===== src/rtl/sram16_bridge88.sv =====
// Bridges core88 byte requests onto a 512K x 16 asynchronous SRAM with programmable wait states.
// Optional one-entry read cache is built when WORD_CACHE_EN is defined.
module sram16_bridge88 #(
    parameter int unsigned WAIT_CYC = 1,
    parameter int unsigned SRAM_AW  = 19
) (
    input  logic               clock,
    input  logic               locked,
    input  logic               req,
    input  logic [31:0]        address,
    input  logic               wreq,
    input  logic [7:0]         data,
    output logic [7:0]         bus,
    output logic               ready,
    output logic [SRAM_AW-1:0] sram_a,
    input  logic [15:0]        sram_di,
    output logic [15:0]        sram_do,
    output logic               sram_dq_oe,
    output logic               sram_ce_n,
    output logic               sram_oe_n,
    output logic               sram_we_n,
    output logic               sram_ub_n,
    output logic               sram_lb_n
);

    localparam logic [1:0] StIdle   = 2'd0;
    localparam logic [1:0] StSetup  = 2'd1;
    localparam logic [1:0] StAccess = 2'd2;
    localparam logic [1:0] StDone   = 2'd3;

    localparam logic [3:0] CntLoad = 4'(WAIT_CYC - 1);

    logic [1:0]         state_q, state_d;
    logic [3:0]         cnt_q, cnt_d;
    logic [SRAM_AW-1:0] a_q, a_d;
    logic               hi_q, hi_d;
    logic               wr_q, wr_d;
    logic [15:0]        do_q, do_d;
    logic [7:0]         bus_q, bus_d;
    logic               ready_q, ready_d;
    logic               ce_n_q, ce_n_d;
    logic               oe_n_q, oe_n_d;
    logic               we_n_q, we_n_d;
    logic               ub_n_q, ub_n_d;
    logic               lb_n_q, lb_n_d;
    logic               dq_oe_q, dq_oe_d;

    logic               in_range;
    logic [7:0]         rd_byte;

    assign in_range = (address[31:SRAM_AW+1] == '0);
    assign rd_byte  = hi_q ? sram_di[15:8] : sram_di[7:0];

`ifdef WORD_CACHE_EN
    logic               c_valid_q, c_valid_d;
    logic [SRAM_AW-1:0] c_tag_q, c_tag_d;
    logic [15:0]        c_word_q, c_word_d;
    logic               c_hit;

    assign c_hit = !wreq && c_valid_q && (c_tag_q == address[SRAM_AW:1]);
`endif

    always_comb begin
        state_d = state_q;
        cnt_d   = cnt_q;
        a_d     = a_q;
        hi_d    = hi_q;
        wr_d    = wr_q;
        do_d    = do_q;
        bus_d   = bus_q;
        ready_d = 1'b0;
        ce_n_d  = ce_n_q;
        oe_n_d  = oe_n_q;
        we_n_d  = we_n_q;
        ub_n_d  = ub_n_q;
        lb_n_d  = lb_n_q;
        dq_oe_d = dq_oe_q;
`ifdef WORD_CACHE_EN
        c_valid_d = c_valid_q;
        c_tag_d   = c_tag_q;
        c_word_d  = c_word_q;
`endif
        case (state_q)
            StIdle: begin
                if (req) begin
                    wr_d = wreq;
                    hi_d = address[0];
                    if (!in_range) begin
                        // Out-of-window: acknowledge without touching the SRAM.
                        state_d = StDone;
                        if (!wreq) begin
                            bus_d = 8'hFF;
                        end
`ifdef WORD_CACHE_EN
                    end else if (c_hit) begin
                        state_d = StDone;
                        bus_d   = address[0] ? c_word_q[15:8] : c_word_q[7:0];
`endif
                    end else begin
                        state_d = StSetup;
                        a_d     = address[SRAM_AW:1];
                        do_d    = {data, data};
                        ce_n_d  = 1'b0;
                        oe_n_d  = wreq;
                        dq_oe_d = wreq;
                        ub_n_d  = ~address[0];
                        lb_n_d  = address[0];
                    end
                end
            end
            StSetup: begin
                state_d = StAccess;
                cnt_d   = CntLoad;
                we_n_d  = ~wr_q;
            end
            StAccess: begin
                if (cnt_q != 4'd0) begin
                    cnt_d = cnt_q - 4'd1;
                end else begin
                    state_d = StDone;
                    ce_n_d  = 1'b1;
                    oe_n_d  = 1'b1;
                    we_n_d  = 1'b1;
                    ub_n_d  = 1'b1;
                    lb_n_d  = 1'b1;
                    if (!wr_q) begin
                        bus_d = rd_byte;
                    end
`ifdef WORD_CACHE_EN
                    if (!wr_q) begin
                        c_valid_d = 1'b1;
                        c_tag_d   = a_q;
                        c_word_d  = sram_di;
                    end else if (c_valid_q && (c_tag_q == a_q)) begin
                        if (hi_q) begin
                            c_word_d[15:8] = do_q[7:0];
                        end else begin
                            c_word_d[7:0] = do_q[7:0];
                        end
                    end
`endif
                end
            end
            StDone: begin
                // Write data stays driven one cycle past we_n for hold time.
                state_d = StIdle;
                ready_d = 1'b1;
                dq_oe_d = 1'b0;
            end
            default: begin
                state_d = StIdle;
            end
        endcase
    end

    always_ff @(posedge clock) begin
        if (!locked) begin
            state_q <= StIdle;
            cnt_q   <= 4'd0;
            a_q     <= '0;
            hi_q    <= 1'b0;
            wr_q    <= 1'b0;
            do_q    <= 16'h0000;
            bus_q   <= 8'h00;
            ready_q <= 1'b0;
            ce_n_q  <= 1'b1;
            oe_n_q  <= 1'b1;
            we_n_q  <= 1'b1;
            ub_n_q  <= 1'b1;
            lb_n_q  <= 1'b1;
            dq_oe_q <= 1'b0;
        end else begin
            state_q <= state_d;
            cnt_q   <= cnt_d;
            a_q     <= a_d;
            hi_q    <= hi_d;
            wr_q    <= wr_d;
            do_q    <= do_d;
            bus_q   <= bus_d;
            ready_q <= ready_d;
            ce_n_q  <= ce_n_d;
            oe_n_q  <= oe_n_d;
            we_n_q  <= we_n_d;
            ub_n_q  <= ub_n_d;
            lb_n_q  <= lb_n_d;
            dq_oe_q <= dq_oe_d;
        end
    end

`ifdef WORD_CACHE_EN
    always_ff @(posedge clock) begin
        if (!locked) begin
            c_valid_q <= 1'b0;
            c_tag_q   <= '0;
            c_word_q  <= 16'h0000;
        end else begin
            c_valid_q <= c_valid_d;
            c_tag_q   <= c_tag_d;
            c_word_q  <= c_word_d;
        end
    end
`endif

    assign bus        = bus_q;
    assign ready      = ready_q;
    assign sram_a     = a_q;
    assign sram_do    = do_q;
    assign sram_dq_oe = dq_oe_q;
    assign sram_ce_n  = ce_n_q;
    assign sram_oe_n  = oe_n_q;
    assign sram_we_n  = we_n_q;
    assign sram_ub_n  = ub_n_q;
    assign sram_lb_n  = lb_n_q;

endmodule


===== config.mk =====
export PLATFORM = sky130hd
export DESIGN_NAME = sram16_bridge88
export DESIGN_NICKNAME = d
export VERILOG_FILES = /design/src/rtl/sram16_bridge88.sv
export SDC_FILE = /design/constraint.sdc
export NUM_CORES = 1
export LEC_CHECK = 0
export CAP_MARGIN = 20
export CORE_AREA = 2 2 75 77
export DETAILED_ROUTE_END_ITERATION = 12
export DIE_AREA = 0 0 77 79
export GPL_TIMING_DRIVEN = 0
export PLACE_DENSITY = 0.93
export REMOVE_ABC_BUFFERS = 1
export SLEW_MARGIN = 20
export SYNTH_ARGS = -nofsm -noshare
export SYNTH_HDL_FRONTEND = slang
export SYNTH_SLANG_ARGS = --single-unit

===== constraint.sdc =====
create_clock -name clock -period 5.6 [get_ports clock]
set_input_delay 1.12 -clock clock [delete_from_list [all_inputs] [get_ports clock]]
set_output_delay 1.12 -clock clock [all_outputs]
set_load 0.03 [all_outputs]

==> run metrics <==
status complete, no violations; TritonCTS clock tree done; placed cells slightly below 400; FP Rows 27; vias in the first global route roughly 2000; crit path time final approximately 3.2 ns; nets 395; CTS Buffer Depth 2; H-tree depth 2; IO Port Bufs roughly 110; share of flip-flops with an asynchronous set or reset 0%; Clock Latency Late Sink 0.31 ns; CTS buffer count 5; clock root cell clkbuf_8; slew margin rel. between 30 and 40%; cell with the most instances after synthesis dfxtp_1; fraction of layout cells with a size suffix above 1 under 10%; I/O Pins 110; Post-Route WL 5740 microns; P per Cell Area approximately 330 nW/um^2; Layout area overhead 52.3%; initial DRC count 72; Peak VDD IR 271 uV; Synth top area share approximately 45%; Post-DP HPWL 4430 microns; core area 5340 sq um; Inserted Diodes 0; GRT Overall Usage just under 20%; CP Data Required Time slightly below 6 ns; Placer Congestion 0.887; Final Slew Violations 0; Final period util ~58%; post-CTS sizing 0; setup TNS 0 ns; CP Class input port to flop; Worst EP arrival between 3 and 4 ns; area of the mapped netlist 2230 sq um; Post-synth EDFFs 0; Synth Warn # 0; fin cells 402; Synth Area per Inst 9.52 sq um; slew at the pin with the worst max-slew slack 0.941 ns; vias per inst about 5.2; type of the most critical hold path flop to flop; Post-CTS Setup Bufs 0; Gate Count Post-Synth about 230; post-route ant nets 0; Pleak 1.41 nW; total gr overflow 0; final setup violation count 0; skew final roughly 0.0022 ns; max cap viols 0; Yosys top cell by area dfxtp_1; DR WL/cell roughly 14 microns; via count 2094; top cells by count, synth dfxtp_1, mux2i_1, nor2_1; DP Area between 3000 and 4000 sq um; Final Core Density about 64%; Post-synth top flop dfxtp_1; die area around 6100 sq um; RSZ-0062 raised after global routing false; fraction of the yosys area taken by sequential cells around 45%; Clock Sink Count 50; global-route wire length before repair 9410 microns; Worst-path clk slew 0.08 ns; Residual DRC 0; DIE WIDTH 77 microns; Chip Height approximately 79 microns; pin count of the biggest net entering global routing 30; fmax 311 MHz; starting density of the core roughly two fifths; initial antenna violation count 0; post-cts hold buffer count 0; Final Hold Viols 0; CP Capture Type flop; Worst setup SP type input port; FF+latch count, synth 50; final instance area between 3000 and 4000 sq um; main area contributors after synthesis dfxtp_1, mux2i_1, nor2_1; largest fanout on the critical path 29; number of iterations in the first detailed-routing pass 4; post-synth cell types 38
## registers in the layout (all words and copies together) (netlist names)
register    cells
sram_do         8
sram_ce_n       1
sram_ub_n       1
sram_dq_oe      1
ready           1
sram_lb_n       1
state_q         2
cnt_q           4
sram_oe_n       1
sram_a         19
sram_we_n       1
bus             8
wr_q            1
hi_q            1
## cells by family (layout without fill, tap and decap cells)
logic type	Yosys count	after routing	synth area share (%)
AOI/OAI and AO/OA	42	42	12.6
xor gates and xnor gates	1	1	0.393
adders and majority gates	6	6	3.37
buffers and inverters	31	127	7.58
DFF	50	50	44.9
muxes	35	35	15.7
and+or+nand+nor	69	69	15.4
## layout make-up
type / instances / area (sq um)
Fill cell: 478 / 1950
Timing Repair Buffer: 110 / 1120
Sequential cell: 50 / 1000
Clock inverter: 1 / 5.00
Inverter: 9 / 33.8
Multi-Input combinational cell: 153 / 1060
Clock buffer: 7 / 86.3
Tap cell: 72 / 90.1
## critical path, cell delays in order
cell and delay (ns):
clkdlybuf4s50_1 0.42, or4_1 0.59, or4_4 0.76, or3b_1 0.44, a21oi_1 0.13
## worst paths after layout
check	from	end	slack, ns	cells past startpoint
max reg2reg	state_q[0]$_SDFFE_PN0P_	bus[4]$_SDFFE_PN0P_	2.94	6
min reg2reg	sram_dq_oe$_SDFFE_PN0P_	sram_dq_oe$_SDFFE_PN0P_	0.47	2
max	address[25]	sram_dq_oe$_SDFFE_PN0P_	2.38	5
min	sram_dq_oe$_SDFFE_PN0P_	sram_dq_oe$_SDFFE_PN0P_	0.47	2
## metrics by stage
stage	total power, W	hold slack, ns	worst slack [ns]
6_report	0.00111	0.472	2.38
5_1_grt	0.00118	0.510	2.32
4_1_cts	0.00112	0.476	2.38
3_5_place_dp	0.000899	0.466	2.06
3_3_place_gp	0.000884	0.456	2.05
2_1_floorplan	0.000721	0.450	2.59
## layer usage
metal / vias to the layer above / part of all wire, % / GRT usage, %
li1: 1023 / - / -
met1: 963 / 42 / 22.0
met2: 101 / 48 / 34.6
met3: 7 / 8.1 / 5.80
met4: 0 / 1.4 / 6.96
met5: - / 0 / 0
## placed cells by master, fill, tap and decap left out, types with 3 or more instances in the layout
cell / count
o21ai_0: 4
nand2_1: 9
inv_1: 8
a311oi_1: 8
clkbuf_8: 6
a21oi_1: 12
and3_1: 3
mux2i_1: 35
nor4_1: 3
nor2_1: 29
clkdlybuf4s50_1: 109
a31oi_1: 8
dfxtp_1: 50
nand3_1: 9
ha_1: 6
## report_power, final
part / switching, W / leakage (nW) / total, W / internal [W]
Sequential: 0.0000338 / 0.406 / 0.000438 / 0.000404
Combinational: 0.000264 / 0.954 / 0.000459 / 0.000195
Clock: 0.000116 / 0.0482 / 0.000216 / 0.0000998
No activity file was read; power rests on OpenSTA's default activity.
